<file path="src/rtl/edge_event_arbiter.sv">
// rtl/edge_event_arbiter.sv - per-line rising-edge capture with round-robin single-port event delivery
module edge_event_arbiter #(
    parameter int N     = 4,
    parameter int CNT_W = 8,
    parameter int ID_W  = (N > 1) ? $clog2(N) : 1
) (
    input  logic             clk,
    input  logic             rst_n,
    input  logic [N-1:0]     data_in,
    input  logic [N-1:0]     mask,
    input  logic             evt_ready,
    input  logic             clr_overflow,
    output logic             evt_valid,
    output logic [ID_W-1:0]  evt_id,
    output logic [N-1:0]     overflow,
    output logic [CNT_W-1:0] evt_count
);

    logic [N-1:0]    prev;
    logic [N-1:0]    pend;
    logic [ID_W-1:0] last;

    logic [N-1:0]    rise;
    logic            slot_free;
    logic            any_pend;
    logic            load;
    logic            handshake;
    logic [ID_W-1:0] winner;
    logic [N-1:0]    load_vec;
    logic [N-1:0]    ovf_set;

    // Qualified rising edges and slot/handshake status
    always_comb begin
        rise      = data_in & ~prev & ~mask;
        slot_free = ~evt_valid | evt_ready;
        handshake = evt_valid & evt_ready;
        any_pend  = |pend;
        load      = slot_free & any_pend;
    end

    // Round-robin search starting one past the last granted line, wrapping mod N
    always_comb begin
        logic            found;
        logic [ID_W-1:0] cand;
        found  = 1'b0;
        winner = '0;
        cand   = '0;
        for (int k = 1; k <= N; k++) begin
            cand = ID_W'((int'(last) + k) % N);
            if (!found && pend[cand]) begin
                winner = cand;
                found  = 1'b1;
            end
        end
    end

    // One-hot of the line being moved into the slot, and edges lost on busy lines
    always_comb begin
        load_vec = '0;
        if (load) begin
            load_vec[winner] = 1'b1;
        end
        ovf_set = rise & pend & ~load_vec;
    end

    // Edge history: a line high at reset release is seen as a fresh edge
    always_ff @(posedge clk) begin
        if (!rst_n) begin
            prev <= '0;
        end else begin
            prev <= data_in;
        end
    end

    // Pending bits: a new edge wins over a same-cycle load clear
    always_ff @(posedge clk) begin
        if (!rst_n) begin
            pend <= '0;
        end else begin
            pend <= (pend & ~load_vec) | rise;
        end
    end

    // Sticky overflow; a new loss beats a simultaneous clear
    always_ff @(posedge clk) begin
        if (!rst_n) begin
            overflow <= '0;
        end else if (clr_overflow) begin
            overflow <= ovf_set;
        end else begin
            overflow <= overflow | ovf_set;
        end
    end

    // Output slot and round-robin pointer; held stable under backpressure
    always_ff @(posedge clk) begin
        if (!rst_n) begin
            evt_valid <= 1'b0;
            evt_id    <= '0;
            last      <= ID_W'(N - 1);
        end else if (slot_free) begin
            if (any_pend) begin
                evt_valid <= 1'b1;
                evt_id    <= winner;
                last      <= winner;
            end else begin
                evt_valid <= 1'b0;
            end
        end
    end

    // Delivered-event counter, wraps naturally
    always_ff @(posedge clk) begin
        if (!rst_n) begin
            evt_count <= '0;
        end else if (handshake) begin
            evt_count <= evt_count + 1'b1;
        end
    end

endmodule

</file>
<file path="config.mk">
export PLATFORM = sky130hd
export DESIGN_NAME = edge_event_arbiter
export DESIGN_NICKNAME = d
export VERILOG_FILES = /design/src/rtl/edge_event_arbiter.sv
export SDC_FILE = /design/constraint.sdc
export NUM_CORES = 1
export LEC_CHECK = 0
export ABC_CLOCK_PERIOD_IN_PS = 4430
export CORE_MARGIN = 4
export CORE_UTILIZATION = 45
export DETAILED_ROUTE_END_ITERATION = 7
export GPL_TIMING_DRIVEN = 0
export HOLD_SLACK_MARGIN = 0.06
export PLACE_DENSITY = 0.69
export SYNTH_ARGS = -nofsm -noshare
export SYNTH_HDL_FRONTEND = slang
export SYNTH_SLANG_ARGS = --single-unit
export TNS_END_PERCENT = 20
</file>
<file path="constraint.sdc">
create_clock -name clk -period 4.43 [get_ports clk]
set_clock_uncertainty 0.1 [all_clocks]
set_input_delay 0.886 -clock clk [delete_from_list [all_inputs] [get_ports clk]]
set_output_delay 0.886 -clock clk [all_outputs]
set_load 0.05 [all_outputs]
</file>
Word level (Yosys, flattened, before mapping)
Index checks and enable logic that the tools add are counted.
{ "word_totals": {"regBits": 25, "inputBits": 12, "out_inout_bits": 15, "elab_cells": 61} }
{ "op_classes": {"add_sub_neg": 5, "n_lt_le_gt_ge": 6, "mux": 20, "bitwise": 14, "n_reduce_logical": 9} }
{ "op_table": {"columns": ["op", "n"], "rows": [
  ["AND 4 bit", 5],
  ["less-than comparator 2 x 3 -> 1 bit, second input constant", 5],
  ["inverter 4 bit", 3],
  ["2-to-1 mux 1 bit", 9],
  ["adder 8 x 1 -> 8 bit, second input constant", 1],
  ["binary-select mux 1 bit (select 2 bit)", 4],
  ["2-to-1 mux 2 bit", 4],
  ["2-to-1 mux 4 bit", 2],
  ["bitwise OR 4 bit", 2],
  ["adder 2 x 1 -> 2 bit, second input constant", 2],
  ["adder 2 bit, second input constant", 2],
  ["logical AND 1 bit", 4],
  ["OR reduction 4 bit", 1],
  ["zero test 1 bit", 3],
  ["AND 1 bit", 2],
  ["demux 1 bit (select 2 bit)", 1],
  ["greater-or-equal comparator 2 x 1 -> 1 bit, second input constant", 1],
  ["AND reduction 2 bit", 1],
  ["inverter 1 bit", 1],
  ["bitwise OR 1 bit", 1]
]} }

Depth between registers and ports, before layout
{ "logic_depth": {"word_depth": 22, "ltp_mapped": 5, "ltp_nobuf": 5} }

Worst setup path before layout
No wires, ideal clock.
{ "synth_timing": {"path_type": "input -> register", "start": "input mask[3]", "end": "register overflow[3]", "setup_time_ps": 62, "arrival_time_ps": 1729, "required_time_ps": 4268, "path_slack_ps": 2539, "cell_stages": 4, "n_path_buf": 0, "path_cell_list": "nor3b_1 > and3_2 > or3b_1 > nand3_1"} }
{ "synth_via": {"elab_chain_cells": 6} }
{ "synth_lines": {"columns": ["element", "line_no", "rtl"], "rows": [
  ["start, declared", "10", "input logic [N-1:0] mask,"],
  ["inverter 4 bit (*)", "34", "rise = data_in & ~prev & ~mask;"],
  ["AND 4 bit (*)", "34", null],
  ["AND 4 bit (*) (2 in a row)", "63", "ovf_set = rise & pend & ~load_vec;"],
  ["bitwise OR 4 bit", "91", "overflow <= overflow | ovf_set;"],
  ["2-to-1 mux 4 bit (*)", "88", "end else if (clr_overflow) begin"],
  ["end signal, assigned", "89", "overflow <= ovf_set;"],
  ["end signal, assigned", "91", null],
  ["end, declared", "15", "output logic [N-1:0] overflow,"]
]} }
Mark *: on every way between the ends. The rest lies on a longest branch, timed or not.
A chain may end at the register's enable or synchronous reset.

Worst setup path after layout
{ "layout_timing": {"start": "register evt_valid", "end": "output evt_valid"} }
{ "layout_lines": {"columns": ["element", "line_no", "rtl"], "rows": [
  ["start, declared", "13", "output logic evt_valid,"],
  ["start signal, assigned", "98", "evt_valid <= 1'b0;"],
  ["start signal, assigned", "103", "evt_valid <= 1'b1;"],
  ["start signal, assigned", "107", "evt_valid <= 1'b0;"]
]} }
No word-level cell between the ends.

==> summary.md <==
| Metric | Value |
|---|---|
| Status | `finished clean` |
| Row cnt | `17` |
| GRT met3 Usage | `4.677%` |
| Share of the synthesized area in the top cell type | `44.05%` |
| Layout net count | `173` |
| EDFF count, synth | `0` |
| Worst Path Buf+Inv | `1` |
| Area of the multi-input gates | `620.6 sq um` |
| Met1 Track Usage GR | `18.49%` |
| Antenna-violating nets left | `0` |
| DRC | `0` |
| Post-synthesis cell type count | `40` |
| Max cap viols | `0` |
| Number of gates resized after CTS | `0` |
| Hold WC Path Type | `flop to flop` |
| P_sw | `157.3 uW` |
| FILL cells | `211` |
| Tcrit/Tclk final | `59.34%` |
| Final wirelength | `2.455 mm` |
| CP Max Fanout | `8` |
| Hold path depth | `2` |
| Highest cell delay on the worst timing path | `0.85 ns` |
| Syn Nets | `142` |
| Combinational Power Share | `26.0%` |
| Layout cell share with drive strength beyond 1 | `6.289%` |
| Setup TNS | `0 ns` |
| Die Height | `58.25 um` |
| Syn Area/Cell | `8.807 sq um` |
| Synth area leaders | `dfxtp_1, and2_1, nand3_1` |
| Worst skew pair latency | `0.32 ns` |
| Met2 Use GR | `28.55%` |
| Clk slew on worst S/H paths | `0.13 ns` |
| Diode count | `0` |
| Synth warn | `0` |
| Post-route minimum period | `2.629 ns` |
| Leading cell type in the layout, fill and taps excluded | `clkdlybuf4s50_1` |
| Flops & latches, synth | `25` |
| DRT iter0 DRCs | `9` |
| Initial Util | `49.46%` |
| VDD IR max | `0.0002821 V` |
| Unrepaired setup endpoints after global routing | `no` |
| Synth area leader | `dfxtp_1` |
| Wire length per cell | `13.13 um` |
| Final core utilization | `63.45%` |
| Die X | `58.25 um` |
| CTS sink count | `25` |
| Fmax | `380.4 MHz` |
| Critical path type | `flop to output port` |
| Final Max Slew Viols | `0` |
| Vias | `1034` |
| Register share of total power | `52.7%` |
| Via density | `5.529` |
| Endpoints failing hold | `0` |
| TritonCTS clock tree | `yes` |
| CP cell instances | `clkdlybuf4s50_1` |
| # setup viols final | `0` |
| Root Driver | `clkbuf_4` |
| Number of global-route vias before repair | `961` |
| Delay-heaviest family, CP | `buffers and inverters` |
| Int Pwr | `330.2 uW` |
| Area Overhead vs Synth | `28.30%` |
| GRT Total Usage | `15.91%` |
| Initial DRT Pass Iterations | `4` |
| H-tree depth | `1` |
| Syn Std Cell Area | `0.001136 sq mm` |
| Synth Flop Type | `dfxtp_1` |
| Busiest grt layer | `met2` |
| Crit path required time | `3.44 ns` |
| Switch share | `32.27%` |
| Worst slew margin | `66.75%` |
| Leak Pwr | `0.0005439 uW` |
| PortBufs | `26` |
| Crit path DAT | `1.64 ns` |
| Ports | `27` |
| Die area | `0.003392 sq mm` |
| Syn Inst Count | `129` |
| CP Launch Type | `flop` |
| Worst Max-Slew Pin Slew | `0.4972 ns` |
| Largest net degree at the start of global routing | `14` |
| CP max stage cell | `clkdlybuf4s50_1` |
| Reg2Reg Depth | `4` |
| Power per Cell Area | `334.4 mW/mm^2` |
| Clock Path Buffers | `2` |
| Inserted Clock Buffers | `3` |
| GRT overflow | `0` |
| Commonest non-fill, non-tap cells in the layout | `clkdlybuf4s50_1, dfxtp_1, nand2_1` |
| First-pass GRT wire length | `4.209 mm` |
| CP Depth | `1` |
| Core Footprint | `0.002297 sq mm` |
| Hold buffer count at cts | `0` |
| Seq/Total Area, Yosys | `44.05%` |
| Ys async rst share | `0%` |
| DP Wirelength | `1.830 mm` |
| Critical Path End Type | `output port` |
| GP Congestion | `0.8170` |
| Clock power share | `21.3%` |
| Setup bufs post-CTS | `0` |
| Reg area | `500.5 sq um` |
| Initial antenna violation count | `0` |
## flip-flops by register name, summed over array words and instances (netlist names)
name       cells
evt_count      8
last           2
overflow       4
evt_valid      1
prev           4
evt_id         2
pend           4
## through the flow
stage	setup slack, ns	std cells	hold slack [ns]	total power, uW	area [sq um]
finish	1.801	187	0.3631	487.4	1458
global route	1.729	187	0.3967	516.1	1458
CTS	1.800	187	0.3706	490.2	1458
detailed placement	1.916	183	0.3515	388.1	1431
global placement	1.923	183	0.3363	385.7	1431
floorplan	2.539	129	0.3778	346.9	1136
## final cells by class
type | instances | area share (%)
clock buffers | 4 | 1.803
flip-flops and latches | 25 | 34.33
inverters | 2 | 0.5150
plain buffers | 2 | 0.5150
well taps | 28 | 2.403
repair buffers | 26 | 17.85
multi-input cells | 100 | 42.58
## metal layers
layer | part of all wire, % | vias to the layer above | wire length [um]
met3 | 6.4 | 2 | 157
met5 | 0 | - | 0
met2 | 49 | 31 | 1205
met4 | 0.41 | 0 | 10
met1 | 44 | 475 | 1082
li1 | - | 526 | -
## cells by family (layout without fill, tap and decap cells)
family / count (synthesis) / in the layout / synth area share [%]
xor gates and xnor gates: 5 / 5 / 3.855
and+or+nand+nor: 62 / 62 / 30.73
buffers and inverters: 4 / 34 / 1.322
AOI/OAI and AO/OA: 31 / 31 / 18.06
muxes: 1 / 1 / 0.8811
adders and majority gates: 1 / 1 / 1.101
DFF: 25 / 25 / 44.05
## power by group through the flow
stage | Sequential, uW | Combinational, uW | Clock, uW
detailed placement | 261 | 127 | 0
global route | 260 | 140 | 117
global placement | 261 | 125 | 0
finish | 257 | 127 | 104
CTS | 257 | 127 | 106
floorplan | 280 | 67.0 | 0
## worst paths after layout
path                   from   endpoint  slack, ns
setup reg to reg    last[1]    last[0]       2.89
hold reg to reg   evt_id[1]  evt_id[1]       0.36
hold / removal    evt_id[1]  evt_id[1]       0.36
setup / recovery  evt_valid  evt_valid       1.80
## synth_stat cells, types with 3 or more instances
cell type / count
dfxtp_1: 25
nand2_1: 10
and2_1: 9
nor2_1: 9
nand3_1: 8
o21ai_0: 8
a21oi_1: 5
nor3_1: 5
a21boi_0: 4
nor2b_1: 4
nor3b_1: 3
xnor2_1: 3
(Power assumes the default switching activity.)
